[config.mk]
export PLATFORM = sky130hd
export DESIGN_NAME = conv_window_ctrl
export DESIGN_NICKNAME = d
export VERILOG_FILES = /design/src/rtl/conv_window_ctrl.sv
export SDC_FILE = /design/constraint.sdc
export NUM_CORES = 1
export LEC_CHECK = 0
export ABC_AREA = 0
export CORE_ASPECT_RATIO = 1.25
export CORE_MARGIN = 3
export CORE_UTILIZATION = 53
export CTS_CLUSTER_DIAMETER = 150
export DETAILED_ROUTE_END_ITERATION = 8
export PLACE_DENSITY_LB_ADDON = 0.3
export SKIP_CTS_REPAIR_TIMING = 1
export SLEW_MARGIN = 25
export SYNTH_ARGS = -nofsm -noshare
export SYNTH_HDL_FRONTEND = slang
export SYNTH_SLANG_ARGS = --single-unit
[constraint.sdc]
create_clock -name iCLK -period 2.5 [get_ports iCLK]
set_clock_uncertainty 0.1 [all_clocks]
set_input_delay 0.5 -clock iCLK [delete_from_list [all_inputs] [get_ports iCLK]]
set_output_delay 0.5 -clock iCLK [all_outputs]
set_load 0.05 [all_outputs]
[src/rtl/conv_window_ctrl.sv]
// rtl/conv_window_ctrl.sv - raster position tracker flagging completed KxK convolution windows
module conv_window_ctrl #(
  parameter int IMG_W  = 32,
  parameter int IMG_H  = 32,
  parameter int K      = 5,
  parameter int STRIDE = 1,
  parameter int OW     = (IMG_W - K) / STRIDE + 1,
  parameter int OH     = (IMG_H - K) / STRIDE + 1,
  parameter int CW     = (IMG_W > 1) ? $clog2(IMG_W) : 1,
  parameter int RW     = (IMG_H > 1) ? $clog2(IMG_H) : 1
) (
  input  logic          iCLK,
  input  logic          iRSTn,
  input  logic          iValid,
  input  logic          iSOF,
  output logic          oValid,
  output logic [CW-1:0] oWinCol,
  output logic [RW-1:0] oWinRow,
  output logic          oLastWin,
  output logic          oFrameDone,
  output logic          oSofErr
);

  localparam logic [CW-1:0] COL_LAST = CW'(IMG_W - 1);
  localparam logic [CW-1:0] COL_K1   = CW'(K - 1);
  localparam logic [CW-1:0] COL_STR1 = CW'(STRIDE - 1);
  localparam logic [CW-1:0] OW_LAST  = CW'(OW - 1);
  localparam logic [RW-1:0] ROW_LAST = RW'(IMG_H - 1);
  localparam logic [RW-1:0] ROW_K1   = RW'(K - 1);
  localparam logic [RW-1:0] ROW_STR1 = RW'(STRIDE - 1);
  localparam logic [RW-1:0] OH_LAST  = RW'(OH - 1);

  // Registered raster position, stride phase and window index counters
  logic [CW-1:0] col, cph, wcol;
  logic [RW-1:0] row, rph, wrow;

  // Position of the pixel being presented (SOF forces everything to origin)
  logic [CW-1:0] eff_col, eff_cph, eff_wcol;
  logic [RW-1:0] eff_row, eff_rph, eff_wrow;
  logic          col_start, col_hit, col_end;
  logic          row_start, row_hit, row_end;
  logic          win_hit;

  logic [CW-1:0] nxt_col, nxt_cph, nxt_wcol;
  logic [RW-1:0] nxt_row, nxt_rph, nxt_wrow;

  // Resolve the current pixel's position and whether it closes a window
  always_comb begin
    eff_col   = iSOF ? '0 : col;
    eff_cph   = iSOF ? '0 : cph;
    eff_wcol  = iSOF ? '0 : wcol;
    eff_row   = iSOF ? '0 : row;
    eff_rph   = iSOF ? '0 : rph;
    eff_wrow  = iSOF ? '0 : wrow;
    col_start = (eff_col >= COL_K1);
    row_start = (eff_row >= ROW_K1);
    col_hit   = col_start && (eff_cph == '0) && (eff_wcol <= OW_LAST);
    row_hit   = row_start && (eff_rph == '0) && (eff_wrow <= OH_LAST);
    col_end   = (eff_col == COL_LAST);
    row_end   = (eff_row == ROW_LAST);
    win_hit   = col_hit && row_hit;
  end

  // Next-state for the position, phase and window counters after this pixel
  always_comb begin
    nxt_col  = eff_col + 1'b1;
    nxt_cph  = eff_cph;
    nxt_wcol = eff_wcol;
    nxt_row  = eff_row;
    nxt_rph  = eff_rph;
    nxt_wrow = eff_wrow;
    if (col_start) begin
      nxt_cph = (eff_cph == COL_STR1) ? '0 : eff_cph + 1'b1;
      if (col_hit) nxt_wcol = eff_wcol + 1'b1;
    end
    if (col_end) begin
      nxt_col  = '0;
      nxt_cph  = '0;
      nxt_wcol = '0;
      if (row_end) begin
        nxt_row  = '0;
        nxt_rph  = '0;
        nxt_wrow = '0;
      end else begin
        nxt_row = eff_row + 1'b1;
        if (row_start) begin
          nxt_rph = (eff_rph == ROW_STR1) ? '0 : eff_rph + 1'b1;
          if (row_hit) nxt_wrow = eff_wrow + 1'b1;
        end
      end
    end
  end

  // Counters advance only on accepted pixels; idle cycles hold state
  always_ff @(posedge iCLK or negedge iRSTn) begin
    if (!iRSTn) begin
      col  <= '0;
      cph  <= '0;
      wcol <= '0;
      row  <= '0;
      rph  <= '0;
      wrow <= '0;
    end else if (iValid) begin
      col  <= nxt_col;
      cph  <= nxt_cph;
      wcol <= nxt_wcol;
      row  <= nxt_row;
      rph  <= nxt_rph;
      wrow <= nxt_wrow;
    end
  end

  // One-cycle status pulses; window coordinates hold between hits
  always_ff @(posedge iCLK or negedge iRSTn) begin
    if (!iRSTn) begin
      oValid     <= 1'b0;
      oWinCol    <= '0;
      oWinRow    <= '0;
      oLastWin   <= 1'b0;
      oFrameDone <= 1'b0;
      oSofErr    <= 1'b0;
    end else begin
      oValid     <= iValid && win_hit;
      oLastWin   <= iValid && win_hit && (eff_wcol == OW_LAST) && (eff_wrow == OH_LAST);
      oFrameDone <= iValid && col_end && row_end;
      oSofErr    <= iValid && iSOF && ((col != '0) || (row != '0));
      if (iValid && win_hit) begin
        oWinCol <= eff_wcol;
        oWinRow <= eff_wrow;
      end
    end
  end

endmodule

==> metrics <==
status complete, no violations; Critical Path Start Type register; post-synthesis cell area 2569 µm²; RR Endpoint oWinRow[0]; Sink Count 44; number of buffers created by CTS 5; vias in the first global route 2,406; post-DR wirelength/cell 17.12 µm; syn nets 277; Die Area 5723 µm²; clk buf depth 2; clock-pin slew on the worst setup and hold paths 0.09 ns; dpl ws -0.7430 ns; period utilization 98.93%; Die Wd 68.27 µm; WHS 0.1725 ns; post-route setup slack 0.02681 ns; synth warn 0; final WL 6538 µm; Slew Limit Headroom 60.63%; Slew Viols, Final 0; antenna violations before repair 0; Worst-Skew Late Latency 0.30 ns; Avg Vias per Cell 5.969; register bit total from synthesis 44; commonest non-fill, non-tap cell in the layout buf_4; Area Growth Syn to Fin 30.35%; number of port buffers 17; share of layout cells above drive strength 1 27.78%; Final Setup Violations 0; most frequent cells in the layout 48 x buf_4, 44 x dfrtp_1, 27 x nand2_1; Final Hold Vio Count 0; Crit path arrival time 2.55 ns; Yosys cell types 54; data required time of the worst path 2.58 ns; Seq/Total Area, Yosys 42.86%; Worst Reg2Reg Path Length in Cells 8; CTS Root Cell clkbuf_8; Starting Density 56.74%; # IOs 18; fin cells 382; placed insts 373; DP HPWL 4553 µm; worst-path maximum fanout 6; Detail Route Antenna Nets 0; Critical R2R Launch rph[1]; largest net degree at the start of global routing 45; EDFF count, synth 0; syn_area_per_cell 9.842 µm²; ys async rst share 100.0%; Final Power 0.001693 W; gp weighted congestion 0.8887; Synth Flop Type dfrtp_1; hold crit path type primary input to async pin; first-pass GRT wire length 10,680 µm; synthesized instance count 261; top cell type by total area after synthesis dfrtp_1; max_cap viols 0; GRT Util Overall 24.08%; die height 83.84 µm; ANT cells 0; Crit Path Category register to register; CTS HTree Levels 2; setup_tns 0 ns; First-pass DRT Iterations 4; Tightest Pin Transition 0.5860 ns; post-synth top area share 42.86%; CTS tree yes; fin nets 340; DRT iter0 DRCs 134; Via Count 2,280; cell row count 27; ranking of synthesized cells by area dfrtp_1 43%, ha_1 5.8%, o21ai_0 5.3%; Core Footprint 4527 µm²; flop2flop setup slack 0.03 ns; RSZ-0062 raised after global routing true; grt ovf 0; leakage power 1.570 nW; endpoint class of the critical path register; Power per Cell Area 505.7 nW/µm²; fmax 404.3 MHz; Period minus WS final 2.473 ns; peak supply drop 0.3861 mV; DRC viols 0
## Yosys cell counts, types with 3 or more instances
| library cell | count |
|---|---|
| dfrtp_1 | 44 |
| nand2_1 | 29 |
| o21ai_0 | 27 |
| nor2_1 | 16 |
| nor2b_1 | 13 |
| ha_1 | 12 |
| inv_1 | 12 |
| mux2_4 | 8 |
| nand3_1 | 8 |
| a22o_1 | 6 |
| clkbuf_1 | 6 |
| nor3_1 | 6 |
| a21oi_1 | 5 |
| mux2_2 | 5 |
| nand4_1 | 5 |
| a32o_1 | 4 |
| and3_1 | 3 |
| and4_1 | 3 |
| buf_1 | 3 |
| nor4_1 | 3 |
| o2bb2ai_1 | 3 |
## worst max-delay path, cell delays in order (launching register included)
cell and delay, ns:
dfrtp_1 0.40, nor2b_1 0.15, inv_1 0.06, ha_1 0.14, or4b_4 0.46, nand3b_4 0.18
nor4b_4 0.35, clkbuf_16 0.23, mux2_4 0.29
## flip-flops by register name, summed over array words and instances (netlist names), 5 cells and up
name     flops
col          5
cph          5
oWinCol      5
oWinRow      5
row          5
rph          5
wcol         5
wrow         5
## worst max-delay path by stage
stage / from / end / slack, ns
6_report: rph[1] / oWinRow[0] / 0.03
5_1_grt: iSOF / oWinCol[4] / -0.07
3_3_place_gp: iSOF / rph[4] / -0.65
4_1_cts: iSOF / wrow[3] / -0.45
3_5_place_dp: iSOF / wrow[3] / -0.74
2_1_floorplan: iSOF / oWinCol[0] / -0.29
## routing by layer
layer | part of all wire (%) | GRT usage (%)
met4 | 2.4 | 12.66
met1 | 40 | 28.33
met2 | 54 | 40.61
met3 | 3.5 | 3.639
met5 | 0 | 0
## stage by stage
stage / area (µm²) / utilization (%)
final: 3348 / 73.96
after global placement: 3154 / 69.68
after CTS: 3283 / 72.53
after global routing: 3348 / 73.96
after detailed placement: 3154 / 69.68
after floorplan: 2648 / -
## where the power goes
group | internal (W) | leakage, nW | total (W) | switching (W)
Combinational | 0.000116 | 0.901 | 0.000271 | 0.000155
Sequential | 0.000745 | 0.606 | 0.000785 | 0.0000406
Clock | 0.000393 | 0.0642 | 0.000637 | 0.000243
Total | 0.00125 | 1.57 | 0.00169 | 0.000439
## cell families (layout without fill, tap and decap cells)
kind of cell	after synthesis	count (layout)	synth area share (%)
muxes	15	15	7.647
DFF	44	44	42.86
AOI/OAI and AO/OA	58	58	15.10
xor gates and xnor gates	1	1	0.3410
and+or+nand+nor	107	107	24.21
buffers and inverters	24	87	3.993
adders and majority gates	12	12	5.845
## final cells by class
| type | instances | area (µm²) |
|---|---|---|
| Sequential cell | 44 | 1101 |
| Fill cell | 310 | 1179 |
| Tap cell | 58 | 72.57 |
| Clock buffer | 5 | 68.82 |
| Inverter | 13 | 51.30 |
| Timing Repair Buffer | 67 | 565.5 |
| Multi-Input combinational cell | 193 | 1429 |
| Clock inverter | 2 | 60.06 |
No activity file was read; power rests on OpenSTA's default activity.
